## config.mk

```make
export PLATFORM = sky130hd
export DESIGN_NAME = de_operand_stage
export DESIGN_NICKNAME = d
export VERILOG_FILES = /design/src/rtl/rv32_pipe_pkg.sv /design/src/rtl/fwd_operand_latch.sv /design/src/rtl/de_operand_stage.sv
export SDC_FILE = /design/constraint.sdc
export NUM_CORES = 1
export LEC_CHECK = 0
export BUFFER_PORTS_ARGS = -buffer_cell sky130_fd_sc_hd__buf_4
export CORE_MARGIN = 10
export CORE_UTILIZATION = 53
export CTS_CLUSTER_DIAMETER = 120
export DETAILED_ROUTE_END_ITERATION = 8
export GPL_TIMING_DRIVEN = 0
export HOLD_SLACK_MARGIN = 0.03
export PLACE_DENSITY = 0.92
export SYNTH_ARGS = -nofsm -noshare
export SYNTH_HDL_FRONTEND = slang
export SYNTH_SLANG_ARGS = --single-unit
```

## constraint.sdc

```tcl
create_clock -name clk -period 4.2 [get_ports clk]
set_input_delay 0.42 -clock clk [delete_from_list [all_inputs] [get_ports clk]]
set_output_delay 0.42 -clock clk [all_outputs]
set_load 0.01 [all_outputs]
```

## src/rtl/rv32_pipe_pkg.sv

```systemverilog
// Shared definitions for the RV32 pipeline slice.
//   XLEN / TYPE_W          : datapath and instruction-class widths
//   CLS_*                  : instruction-class codes. Bits [2:0] != 0 means the
//                            class has no rs2 operand. Bits [4:3] != 0 means the
//                            class writes no rd.
//   has_rs2() / has_rd()   : decode those two properties from a class code
//   de_payload_t           : everything the D->E register carries for one instruction
package rv32_pipe_pkg;

    localparam int XLEN   = 32;
    localparam int TYPE_W = 5;
    localparam int REG_W  = 5;

    typedef logic [TYPE_W-1:0] iclass_t;

    localparam iclass_t CLS_R      = 5'b00000;  // reg-reg ALU: rs1, rs2, rd
    localparam iclass_t CLS_I      = 5'b00001;  // reg-imm ALU: rs1, rd
    localparam iclass_t CLS_LOAD   = 5'b00010;  // load: rs1, rd
    localparam iclass_t CLS_STORE  = 5'b01000;  // store: rs1, rs2
    localparam iclass_t CLS_BRANCH = 5'b10000;  // branch: rs1, rs2

    function automatic logic has_rs2(input iclass_t cls);
        return (cls[2:0] == 3'b000);
    endfunction

    function automatic logic has_rd(input iclass_t cls);
        return (cls[4:3] == 2'b00);
    endfunction

    typedef struct packed {
        logic [XLEN-1:0]  pc;
        logic [XLEN-1:0]  imm;
        logic [XLEN-1:0]  rdata1;
        logic [XLEN-1:0]  rdata2;
        logic [REG_W-1:0] rs1;
        logic [REG_W-1:0] rs2;
        logic [REG_W-1:0] rd;
        iclass_t          cls;
        logic             load;
    } de_payload_t;

endpackage

```

## src/rtl/fwd_operand_latch.sv

```systemverilog
// Resolves one execute-stage source operand and holds it while E is stalled.
//   clk, rst_n : clock, asynchronous active-low reset
//   fresh      : 1 in the first cycle an instruction occupies E
//   idx        : architectural source register index (x0 reads as zero)
//   fwd        : forwarded value from the hazard unit, meaningful when fresh
//   fwd_valid  : forward overrides the register-file data
//   rdata_r    : register-file data captured on the D->E load
//   val        : resolved operand presented to the ALU
// Forwards are only trusted in the fresh cycle; afterwards the value
// resolved then is replayed from the hold register, so forward inputs that
// change while E is held cannot corrupt the operand.
module fwd_operand_latch
    import rv32_pipe_pkg::*;
(
    input  logic             clk,
    input  logic             rst_n,
    input  logic             fresh,
    input  logic [REG_W-1:0] idx,
    input  logic [XLEN-1:0]  fwd,
    input  logic             fwd_valid,
    input  logic [XLEN-1:0]  rdata_r,
    output logic [XLEN-1:0]  val
);

    logic [XLEN-1:0] res;
    logic [XLEN-1:0] hold_q;

    // NOTE: combinational blocks assign a default first so every path
    // drives res and no latch is inferred.
    always_comb begin
        res = '0;
        if (idx != '0) begin
            res = fwd_valid ? fwd : rdata_r;
        end
    end

    // NOTE: sequential state uses non-blocking assignments, and the hold
    // register is reset too so the operand output reads 0 before the first load.
    always_ff @(posedge clk or negedge rst_n) begin
        if (!rst_n) begin
            hold_q <= '0;
        end else if (fresh) begin
            hold_q <= res;
        end
    end

    assign val = fresh ? res : hold_q;

endmodule

```

## src/rtl/de_operand_stage.sv

```systemverilog
// Decode-to-execute pipeline register with execute-stage operand resolution.
//   clk, rst_n                      : clock, asynchronous active-low reset
//   flush_E                         : kill E and drop D's offer (redirect)
//   valid_D / ready_D               : D-side handshake
//   pc_D, imm_D, rs1_D, rs2_D, rd_D : decoded instruction payload
//   type_D, load_D                  : instruction class, load flag
//   rdata1_D, rdata2_D              : register-file read data
//   stall_D                         : hazard unit holds D this cycle
//   fwd_rs1/2, fwd_rs1/2_valid      : registered forwards for the instruction in E
//   ready_M                         : downstream accepts E's instruction
//   valid_E, ready_E                : E occupancy and load-enable (to hazard unit)
//   pc_E, imm_E, rd_E, type_E, load_E : registered payload
//   rs1_val_E, rs2_val_E            : resolved operands for the ALU
module de_operand_stage
    import rv32_pipe_pkg::*;
(
    input  logic              clk,
    input  logic              rst_n,
    input  logic              flush_E,
    input  logic              valid_D,
    output logic              ready_D,
    input  logic [XLEN-1:0]   pc_D,
    input  logic [XLEN-1:0]   imm_D,
    input  logic [REG_W-1:0]  rs1_D,
    input  logic [REG_W-1:0]  rs2_D,
    input  logic [REG_W-1:0]  rd_D,
    input  logic [TYPE_W-1:0] type_D,
    input  logic              load_D,
    input  logic [XLEN-1:0]   rdata1_D,
    input  logic [XLEN-1:0]   rdata2_D,
    input  logic              stall_D,
    input  logic [XLEN-1:0]   fwd_rs1,
    input  logic [XLEN-1:0]   fwd_rs2,
    input  logic              fwd_rs1_valid,
    input  logic              fwd_rs2_valid,
    input  logic              ready_M,
    output logic              valid_E,
    output logic              ready_E,
    output logic [XLEN-1:0]   pc_E,
    output logic [XLEN-1:0]   imm_E,
    output logic [REG_W-1:0]  rd_E,
    output logic [TYPE_W-1:0] type_E,
    output logic              load_E,
    output logic [XLEN-1:0]   rs1_val_E,
    output logic [XLEN-1:0]   rs2_val_E
);

    logic            valid_q;
    logic            fresh_q;
    de_payload_t     pay_q;
    logic            ld;
    logic            live_ld;
    logic [XLEN-1:0] rs2_res;

    assign ready_E = ~valid_q | ready_M;
    // A flush consumes D's offer even when D is stalled, so it is discarded.
    assign ready_D = ready_E & (~stall_D | flush_E);
    assign ld      = ready_E;
    assign live_ld = ld & valid_D & ~stall_D & ~flush_E;

    always_ff @(posedge clk or negedge rst_n) begin
        if (!rst_n) begin
            valid_q <= 1'b0;
            fresh_q <= 1'b0;
            pay_q   <= '0;
        end else begin
            if (flush_E) begin
                valid_q <= 1'b0;
            end else if (ld) begin
                valid_q <= live_ld;
            end

            // Only a live load starts a fresh cycle; hold, bubble and flush clear it.
            fresh_q <= live_ld;

            if (live_ld) begin
                pay_q <= '{pc: pc_D, imm: imm_D, rdata1: rdata1_D, rdata2: rdata2_D,
                           rs1: rs1_D, rs2: rs2_D, rd: rd_D, cls: type_D, load: load_D};
            end else if (ld || flush_E) begin
                // Bubble: zero the fields the hazard unit inspects so an empty
                // E never reports a false dependency.
                pay_q.rd   <= '0;
                pay_q.cls  <= '0;
                pay_q.load <= 1'b0;
            end
        end
    end

    fwd_operand_latch u_rs1 (
        .clk       (clk),
        .rst_n     (rst_n),
        .fresh     (fresh_q),
        .idx       (pay_q.rs1),
        .fwd       (fwd_rs1),
        .fwd_valid (fwd_rs1_valid),
        .rdata_r   (pay_q.rdata1),
        .val       (rs1_val_E)
    );

    fwd_operand_latch u_rs2 (
        .clk       (clk),
        .rst_n     (rst_n),
        .fresh     (fresh_q),
        .idx       (pay_q.rs2),
        .fwd       (fwd_rs2),
        .fwd_valid (fwd_rs2_valid),
        .rdata_r   (pay_q.rdata2),
        .val       (rs2_res)
    );

    assign valid_E   = valid_q;
    assign pc_E      = pay_q.pc;
    assign imm_E     = pay_q.imm;
    assign rd_E      = pay_q.rd;
    assign type_E    = pay_q.cls;
    assign load_E    = pay_q.load;
    assign rs2_val_E = has_rs2(pay_q.cls) ? rs2_res : '0;

endmodule

```

==> impl_metrics.xml, run 1 <==
<?xml version="1.0" encoding="UTF-8"?>
<metrics>
  <group name="detailed_routing">
    <metric name="post_drt_wl_per_cell" unit="microns">22.8</metric>
    <metric name="detail_route.first_pass.iterations" unit="">4</metric>
    <metric name="detailed_route_via_count" unit="">7373</metric>
    <metric name="antenna_left" unit="">0</metric>
    <metric name="post_drt_via_cell_ratio" unit="">5.31</metric>
    <metric name="remaining_drc_errors" unit="">0</metric>
    <metric name="drt-total-wl" unit="mm">31.7</metric>
    <metric name="drtIter0Drc" unit="">298</metric>
  </group>
  <group name="timing">
    <metric name="fin_worst_hold_slack" unit="ns">0.135</metric>
    <metric name="unrepaired_setup_endpoints_after_global_routing" unit="">no</metric>
    <metric name="relSlewSlack" unit="%">44.6</metric>
    <metric name="fmaxAchievable" unit="MHz">341</metric>
    <metric name="period_minus_slack" unit="ns">2.94</metric>
    <metric name="worstMarginPinSlew" unit="ns">0.831</metric>
    <metric name="worst_skew" unit="ns">0.00588</metric>
    <metric name="report.final.hold_viol_count" unit="">0</metric>
    <metric name="setup_tns" unit="ns">0</metric>
    <metric name="setup_viol" unit="">0</metric>
    <metric name="finalMaxSlewViolations" unit="">0</metric>
    <metric name="fraction_of_the_cycle_the_final_worst_path_needs" unit="%">69.9</metric>
  </group>
  <group name="global_routing">
    <metric name="via_count_of_the_first_global_routing_pass" unit="">8152</metric>
    <metric name="grt_first_pass_wirelength" unit="mm">47.2</metric>
    <metric name="track_usage" unit="%">24.8</metric>
    <metric name="global_route.overflow_total" unit="">0</metric>
    <metric name="initial_antenna_violation_count" unit="">0</metric>
    <metric name="grt_max_degree" unit="">110</metric>
  </group>
  <group name="worst_setup_path">
    <metric name="worstPathMaxFanout" unit="">10</metric>
    <metric name="worst_path_largest_cell_delay" unit="ns">0.51</metric>
    <metric name="sort_of_element_at_the_start_of_the_critical_path" unit="">flip-flop</metric>
    <metric name="timing.rr.end" unit="">u_rs1.hold_q[25]</metric>
    <metric name="worst-r2r-cell-count" unit="">4</metric>
    <metric name="worst-endpoint-arrival" unit="ns">2.52</metric>
    <metric name="r2r_start" unit="">fresh_q</metric>
    <metric name="critPathSlowestCell" unit="">sky130_fd_sc_hd__clkbuf_1</metric>
    <metric name="worst-r2r-setup-slack" unit="ns">2.23</metric>
    <metric name="critical-path-top-cell-by-count" unit="">sky130_fd_sc_hd__clkbuf_1</metric>
    <metric name="critical_path_class" unit="">reg -&gt; out</metric>
    <metric name="setup.worst_path.end_class" unit="">output pin</metric>
    <metric name="critical_path.cell_chain" unit="">clkbuf_1 &gt; clkbuf_1 &gt; clkbuf_1 &gt; o22ai_1 &gt; buf_4</metric>
    <metric name="worstPathRequired" unit="ns">3.78</metric>
  </group>
  <group name="cts">
    <metric name="clock_pin_transition_on_the_worst_setup_and_hold_timing_paths" unit="ns">0.06</metric>
    <metric name="clock_latency" unit="ns">0.50</metric>
    <metric name="clk_root_buffer_cell" unit="">sky130_fd_sc_hd__clkbuf_16</metric>
    <metric name="clock_path_buffers" unit="">3</metric>
    <metric name="cts_inserted_buffers" unit="">24</metric>
    <metric name="cts_num_sinks" unit="">215</metric>
    <metric name="tritoncts" unit="">done</metric>
    <metric name="ctsHtreeMaxLevel" unit="">1</metric>
  </group>
  <group name="synth">
    <metric name="synth-warning-count" unit="">0</metric>
    <metric name="synth.yosys.seq_area_share" unit="%">54.9</metric>
    <metric name="netlist.area_leader.share" unit="%">54.9</metric>
    <metric name="synth_top_family_by_area" unit="">multiplexers</metric>
    <metric name="synth_cell_type_count" unit="">25</metric>
    <metric name="syn-mean-instance-area" unit="sq um">13.0</metric>
    <metric name="compound_gate_fraction_of_synth_area" unit="%">8.93</metric>
    <metric name="postSynthNetCount" unit="">977</metric>
    <metric name="synth_xor_xnor_area_share" unit="%">0</metric>
    <metric name="yosysTopAreaCell" unit="">sky130_fd_sc_hd__dfrtp_1</metric>
    <metric name="total_standard_cell_area_after_synthesis" unit="sq mm">0.00981</metric>
    <metric name="synth-simple-area-share" unit="%">3.73</metric>
    <metric name="synth-seq-cells" unit="">215</metric>
    <metric name="synth_area_leaders" unit="">sky130_fd_sc_hd__dfrtp_1 (55%), sky130_fd_sc_hd__mux2_2 (17%), sky130_fd_sc_hd__buf_4 (5.7%), sky130_fd_sc_hd__o211ai_2 (3.8%), sky130_fd_sc_hd__mux2i_1 (3.3%)</metric>
    <metric name="synthesis.instances" unit="">756</metric>
    <metric name="post_synth_mux_area_share" unit="%">22.8</metric>
    <metric name="post_synthesis_share_of_cell_area_spent_on_full_adders_half_adders_and_majority_gates" unit="%">0</metric>
  </group>
  <group name="pwr">
    <metric name="vdd_drop_max" unit="mV">0.473</metric>
    <metric name="power.density" unit="mW/mm^2">488</metric>
    <metric name="p_leak" unit="nW">6.83</metric>
  </group>
  <group name="floorplanning">
    <metric name="fp.dieH" unit="microns">156</metric>
    <metric name="die_w" unit="microns">156</metric>
    <metric name="top_level_ports" unit="">363</metric>
    <metric name="fp_rows" unit="">49</metric>
    <metric name="starting_density" unit="%">54.2</metric>
    <metric name="core_area" unit="sq mm">0.0181</metric>
    <metric name="die_area" unit="sq mm">0.0243</metric>
  </group>
  <group name="placement">
    <metric name="count_of_port_buffers_added_during_placement" unit="">360</metric>
    <metric name="detailedPlacementHpwl" unit="mm">24.1</metric>
    <metric name="global_placement_routability_congestion" unit="">0.844</metric>
  </group>
  <group name="finish">
    <metric name="final_cell_mix" unit="">sky130_fd_sc_hd__buf_4 (433), sky130_fd_sc_hd__dfrtp_1 (215), sky130_fd_sc_hd__mux2_2 (150)</metric>
    <metric name="synthesis_to_finish_area_growth" unit="%">39.2</metric>
    <metric name="drive_gt1_share" unit="%">59.4</metric>
    <metric name="antennaDiodeCount" unit="">0</metric>
    <metric name="layout.core_utilization" unit="%">75.5</metric>
    <metric name="fillerInstances" unit="">1102</metric>
    <metric name="nNetsFinal" unit="">1365</metric>
    <metric name="most_common_cell_after_layout_fill_and_taps_aside" unit="">sky130_fd_sc_hd__buf_4</metric>
  </group>
  <group name="worst_hold_path">
    <metric name="whs_path_depth" unit="">2</metric>
    <metric name="hold_crit_start" unit="">rdata1_D[25]</metric>
    <metric name="min_to" unit="">pay_q[78]</metric>
    <metric name="hp-class" unit="">in -&gt; reg</metric>
  </group>
  <group name="run_status">
    <metric name="status" unit="">finished clean</metric>
  </group>
  <group name="job">
    <metric name="cap_viol_max_count" unit="">0</metric>
  </group>
</metrics>
[timing repair]
| item | CTS | global route |
|---|---|---|
| hold buffers | 1 | 0 |
| endpoints found under the hold margin | 83 | 0 |
| setup buffers | 0 | 0 |
| resized for setup | 0 | 0 |
[cells in the mapped netlist]
master and count:
sky130_fd_sc_hd__inv_1 33, sky130_fd_sc_hd__mux2_1 20, sky130_fd_sc_hd__a22o_1 11, sky130_fd_sc_hd__buf_2 28, sky130_fd_sc_hd__nand2_1 32, sky130_fd_sc_hd__nand3_2 1
sky130_fd_sc_hd__nor2_1 2, sky130_fd_sc_hd__clkbuf_1 15, sky130_fd_sc_hd__or4_1 2, sky130_fd_sc_hd__buf_1 1, sky130_fd_sc_hd__o211ai_1 2, sky130_fd_sc_hd__dfrtp_1 215
sky130_fd_sc_hd__o21ai_0 1, sky130_fd_sc_hd__or3_1 1, sky130_fd_sc_hd__buf_6 6, sky130_fd_sc_hd__a21boi_0 1, sky130_fd_sc_hd__mux2i_1 32, sky130_fd_sc_hd__o21ai_4 1
sky130_fd_sc_hd__nand2b_1 33, sky130_fd_sc_hd__a21oi_1 32, sky130_fd_sc_hd__mux2_2 150, sky130_fd_sc_hd__o22ai_1 32, sky130_fd_sc_hd__inv_2 1, sky130_fd_sc_hd__o211ai_2 30
sky130_fd_sc_hd__buf_4 74
[kinds of logic after synthesis]
group           Yosys count
compound gates          110
buf+inv                 158
flops                   215
mux                     202
simple gates             71
[how the worst max path moves through the flow]
stage | start | end | slack (ns) | cells after the start
2_1_floorplan | pay_q[14] | rs2_val_E[12] | 2.37 | 5
3_3_place_gp | rst_n | imm_E[2] | 1.13 | 1
3_5_place_dp | fresh_q | rs1_val_E[25] | 1.76 | 5
4_1_cts | fresh_q | rs1_val_E[25] | 1.24 | 5
5_1_grt | fresh_q | rs1_val_E[24] | 1.11 | 5
6_report | fresh_q | rs1_val_E[25] | 1.26 | 5
[routing by layer]
| layer | routed length (microns) | part of all wire (%) | vias to the layer above | global-route usage, % |
|---|---|---|---|---|
| met5 | 0 | 0 | - | 0 |
| met4 | 863 | 2.7 | 0 | 6.43 |
| met3 | 3110 | 9.8 | 53 | 9.07 |
| met2 | 16500 | 52 | 332 | 45.2 |
| met1 | 11200 | 35 | 3656 | 26.5 |
| li1 | - | - | 3332 | - |
[power by group]
part | switching, W | total, W | leakage [nW] | internal, W
combinational | 0.000828 | 0.00184 | 3.82 | 0.00101
clock | 0.000821 | 0.00213 | 0.401 | 0.00131
sequential | 0.000200 | 0.00269 | 2.62 | 0.00250
[critical path: cells and delay by family, from the launching register on]
kind | cells | cell delay [ns]
DFF | 1 | 0.32
buffers and inverters | 4 | 1.48
AOI/OAI and AO/OA | 1 | 0.21
[flip-flops by register name, summed over array words and instances (netlist names)]
signal / cells
pay_q: 74
imm_E: 32
pc_E: 32
u_rs1.hold_q: 32
u_rs2.hold_q: 32
rd_E: 5
type_E: 5
fresh_q: 1
load_E: 1
valid_E: 1
[cell type report]
type                       instances  area (sq um)  share of cell area, %
tap                              229           287                   2.10
clock buffer                      36           727                   5.33
clock inverter                     6          80.1                  0.587
timing repair buffer             362          2750                   20.1
sequential                       215          5380                   39.4
inverter                          34           128                  0.935
multi-input combinational        383          3480                   25.5
buffer                           124           823                   6.03
[through the flow]
step / setup WS [ns] / total power, W / area [sq um] / instances
CTS: 1.24 / 0.00672 / 13600 / 1389
finish: 1.26 / 0.00667 / 13600 / 1389
floorplan: 2.37 / 0.00364 / 9810 / 756
detailed placement: 1.76 / 0.00455 / 12800 / 1346
global placement: 1.13 / 0.00445 / 12800 / 1345
global route: 1.11 / 0.00695 / 13600 / 1389
Power figures use the tool's default switching activity.
==> inputs of run 2 (changes only) <==
- CORE_UTILIZATION: 53 -> 45
- PLACE_DENSITY: 0.92 -> 0.84
- clock period: 4.2 -> 2.7 ns (I/O delays scaled with it)
==> impl_metrics.xml, run 2 (synthesis gave the netlist of run 1 again) <==
<?xml version="1.0" encoding="UTF-8"?>
<metrics>
  <group name="pwr">
    <metric name="power.sequential.fraction" unit="%">38.5</metric>
    <metric name="power.switching" unit="W">0.00306</metric>
    <metric name="power.share.clock" unit="%">33.1</metric>
    <metric name="power.density" unit="mW/mm^2">716</metric>
    <metric name="p_comb_share" unit="%">28.4</metric>
    <metric name="totalPowerFinal" unit="W">0.0109</metric>
    <metric name="switching_share" unit="%">28.0</metric>
    <metric name="vdd_drop_max" unit="mV">0.634</metric>
    <metric name="p_leak" unit="nW">7.50</metric>
    <metric name="internal-power" unit="W">0.00788</metric>
  </group>
  <group name="timing">
    <metric name="setup_tns" unit="ns">0</metric>
    <metric name="finalMaxSlewViolations" unit="">0</metric>
    <metric name="report.final.hold_viol_count" unit="">0</metric>
    <metric name="fmaxAchievable" unit="MHz">397</metric>
    <metric name="worstMarginPinSlew" unit="ns">0.794</metric>
    <metric name="setup_viol" unit="">0</metric>
    <metric name="worst_skew" unit="ns">0.0160</metric>
    <metric name="fraction_of_the_cycle_the_final_worst_path_needs" unit="%">93.4</metric>
    <metric name="period_minus_slack" unit="ns">2.52</metric>
    <metric name="unrepaired_setup_endpoints_after_global_routing" unit="">no</metric>
    <metric name="relSlewSlack" unit="%">47.0</metric>
  </group>
  <group name="worst_setup_path">
    <metric name="critical_path.cell_chain" unit="">or4_1 &gt; o21ai_4 &gt; buf_6 &gt; o22ai_1 &gt; buf_4</metric>
    <metric name="r2r_start" unit="">valid_E</metric>
    <metric name="worst-endpoint-arrival" unit="ns">2.25</metric>
    <metric name="critical_path_class" unit="">reg -&gt; out</metric>
    <metric name="critical_path.top_delay_family" unit="">simple AND/OR/NAND/NOR gates</metric>
    <metric name="worst-r2r-setup-slack" unit="ns">0.67</metric>
    <metric name="setup.worst_path.end_class" unit="">output pin</metric>
    <metric name="sort_of_element_at_the_start_of_the_critical_path" unit="">flip-flop</metric>
    <metric name="worstPathMaxFanout" unit="">10</metric>
    <metric name="cp.buffers_inverters" unit="">2</metric>
    <metric name="worst_path_largest_cell_delay" unit="ns">0.57</metric>
    <metric name="critPathSlowestCell" unit="">sky130_fd_sc_hd__or4_1</metric>
    <metric name="critical_path.startpoint" unit="">pay_q[17]</metric>
    <metric name="worstPathRequired" unit="ns">2.43</metric>
  </group>
  <group name="placement">
    <metric name="count_of_port_buffers_added_during_placement" unit="">360</metric>
    <metric name="global_placement_routability_congestion" unit="">0.814</metric>
    <metric name="area_post_placement" unit="sq mm">0.0129</metric>
    <metric name="detailedPlacementHpwl" unit="mm">23.4</metric>
  </group>
  <group name="global_routing">
    <metric name="grt-busiest-layer" unit="">met2</metric>
    <metric name="initial_antenna_violation_count" unit="">4</metric>
    <metric name="grt_use_met1" unit="%">26.0</metric>
    <metric name="track_usage" unit="%">24.3</metric>
    <metric name="grt_max_degree" unit="">113</metric>
    <metric name="via_count_of_the_first_global_routing_pass" unit="">9318</metric>
    <metric name="met2_usage" unit="%">43.2</metric>
    <metric name="global_route.overflow_total" unit="">0</metric>
    <metric name="met3_usage" unit="%">8.82</metric>
    <metric name="grt_first_pass_wirelength" unit="mm">54.7</metric>
  </group>
  <group name="finish">
    <metric name="drive_gt1_share" unit="%">53.1</metric>
    <metric name="most_common_cell_after_layout_fill_and_taps_aside" unit="">sky130_fd_sc_hd__buf_4</metric>
    <metric name="final_cell_mix" unit="">sky130_fd_sc_hd__buf_4 (433), sky130_fd_sc_hd__dfrtp_1 (215), sky130_fd_sc_hd__dlygate4sd3_1 (151)</metric>
    <metric name="synthesis_to_finish_area_growth" unit="%">56.0</metric>
    <metric name="post-route-cell-area" unit="sq mm">0.0153</metric>
    <metric name="top_register" unit="">pay_q</metric>
    <metric name="largest_reg_flops" unit="">74</metric>
    <metric name="nNetsFinal" unit="">1514</metric>
  </group>
  <group name="cts">
    <metric name="tritoncts" unit="">done</metric>
    <metric name="clk_root_buffer_cell" unit="">sky130_fd_sc_hd__clkbuf_16</metric>
    <metric name="clock_pin_transition_on_the_worst_setup_and_hold_timing_paths" unit="ns">0.06</metric>
    <metric name="clock_path_buffers" unit="">3</metric>
    <metric name="postCtsSetupBuffers" unit="">0</metric>
    <metric name="clock_latency" unit="ns">0.51</metric>
    <metric name="cts_num_sinks" unit="">215</metric>
    <metric name="ctsHtreeMaxLevel" unit="">1</metric>
    <metric name="cts_inserted_buffers" unit="">24</metric>
  </group>
  <group name="job">
    <metric name="cap_viol_max_count" unit="">0</metric>
  </group>
  <group name="floorplanning">
    <metric name="die_w" unit="microns">168</metric>
    <metric name="die_area" unit="sq mm">0.0281</metric>
    <metric name="top_level_ports" unit="">363</metric>
    <metric name="fp_rows" unit="">53</metric>
    <metric name="core_area" unit="sq mm">0.0212</metric>
    <metric name="fp.dieH" unit="microns">168</metric>
    <metric name="starting_density" unit="%">46.2</metric>
  </group>
  <group name="detailed_routing">
    <metric name="antenna_left" unit="">0</metric>
    <metric name="drt-total-wl" unit="mm">35.7</metric>
    <metric name="detail_route.first_pass.iterations" unit="">4</metric>
    <metric name="post_drt_wl_per_cell" unit="microns">22.5</metric>
    <metric name="remaining_drc_errors" unit="">0</metric>
    <metric name="post_drt_via_cell_ratio" unit="">5.09</metric>
    <metric name="drtIter0Drc" unit="">356</metric>
    <metric name="detailed_route_via_count" unit="">8101</metric>
  </group>
  <group name="worst_hold_path">
    <metric name="hp-class" unit="">in -&gt; reg</metric>
    <metric name="hold_crit_start" unit="">fwd_rs1[3]</metric>
  </group>
  <group name="run_status">
    <metric name="status" unit="">finished clean</metric>
  </group>
</metrics>
-- run 2: cell count changes in the layout (fill, tap and decap cells not counted), moves of 2 or more --
cell,change
sky130_fd_sc_hd__bufinv_16,+3
sky130_fd_sc_hd__clkbuf_8,-2
sky130_fd_sc_hd__clkbuf_1,-6
sky130_fd_sc_hd__dlygate4sd3_1,+150
sky130_fd_sc_hd__clkbuf_2,+4
sky130_fd_sc_hd__diode_2,+4
sky130_fd_sc_hd__clkinv_4,+2
-- run 2: path summary, 6_finish.rpt --
check | end | cells after the start
setup reg to reg | pay_q[33] | 5
max in group asynchronous | pc_E[16] | 3
setup / recovery | rs1_val_E[29] | 5
min in group asynchronous | pay_q[24] | 2
hold / removal | u_rs1.hold_q[3] | 3
hold reg to reg | u_rs2.hold_q[30] | 2
-- run 2: routing by layer --
| metal | up-vias | wire length [microns] |
|---|---|---|
| met2 | 376 | 18400 |
| met3 | 76 | 3360 |
| met4 | 2 | 1210 |
| met1 | 4010 | 12700 |
| li1 | 3637 | - |
| met5 | - | 13 |
-- run 2: tightest hold or removal path, delay by kind of cell --
family,cells,cell delay (ns)
muxes,1,0.05
buffers and inverters,1,0.08
AOI/OAI and AO/OA,1,0.14
-- run 2: power groups by stage --
stage | Clock [W] | Combinational, W | Sequential (W)
2_1_floorplan | 0 | 0.00154 | 0.00412
3_3_place_gp | 0 | 0.00278 | 0.00417
3_5_place_dp | 0 | 0.00285 | 0.00422
4_1_cts | 0.00366 | 0.00306 | 0.00417
5_1_grt | 0.00383 | 0.00332 | 0.00428
6_report | 0.00363 | 0.00310 | 0.00422
-- run 2: cell type report --
cell class	count	area, sq um
multi-input combinational	383	3480
fill	1321	5920
tap	275	344
timing repair buffer	512	4250
sequential	215	5380
clock inverter	11	190
antenna	4	10.0
buffer	123	825
inverter	34	128
clock buffer	33	696
-- run 2: timing repair --
item | in CTS | in global routing
hold buffers | 151 | 0
endpoints found under the hold margin | 253 | 0
endpoints found under the setup margin | 30 | 21
resized for setup | 2 | 4
-- run 2: stage by stage --
stage / hold slack (ns) / utilization [%] / std cells / setup slack [ns]
final: 0.0997 / 72.1 / 1590 / 0.179
after global routing: 0.0909 / 72.1 / 1590 / 0.0689
after CTS: 0.0760 / 72.0 / 1587 / 0.0105
after detailed placement: 0.369 / 60.7 / 1392 / 0.340
after global placement: 0.463 / 60.6 / 1391 / -0.233
after floorplan: -0.0256 / - / 756 / 1.02
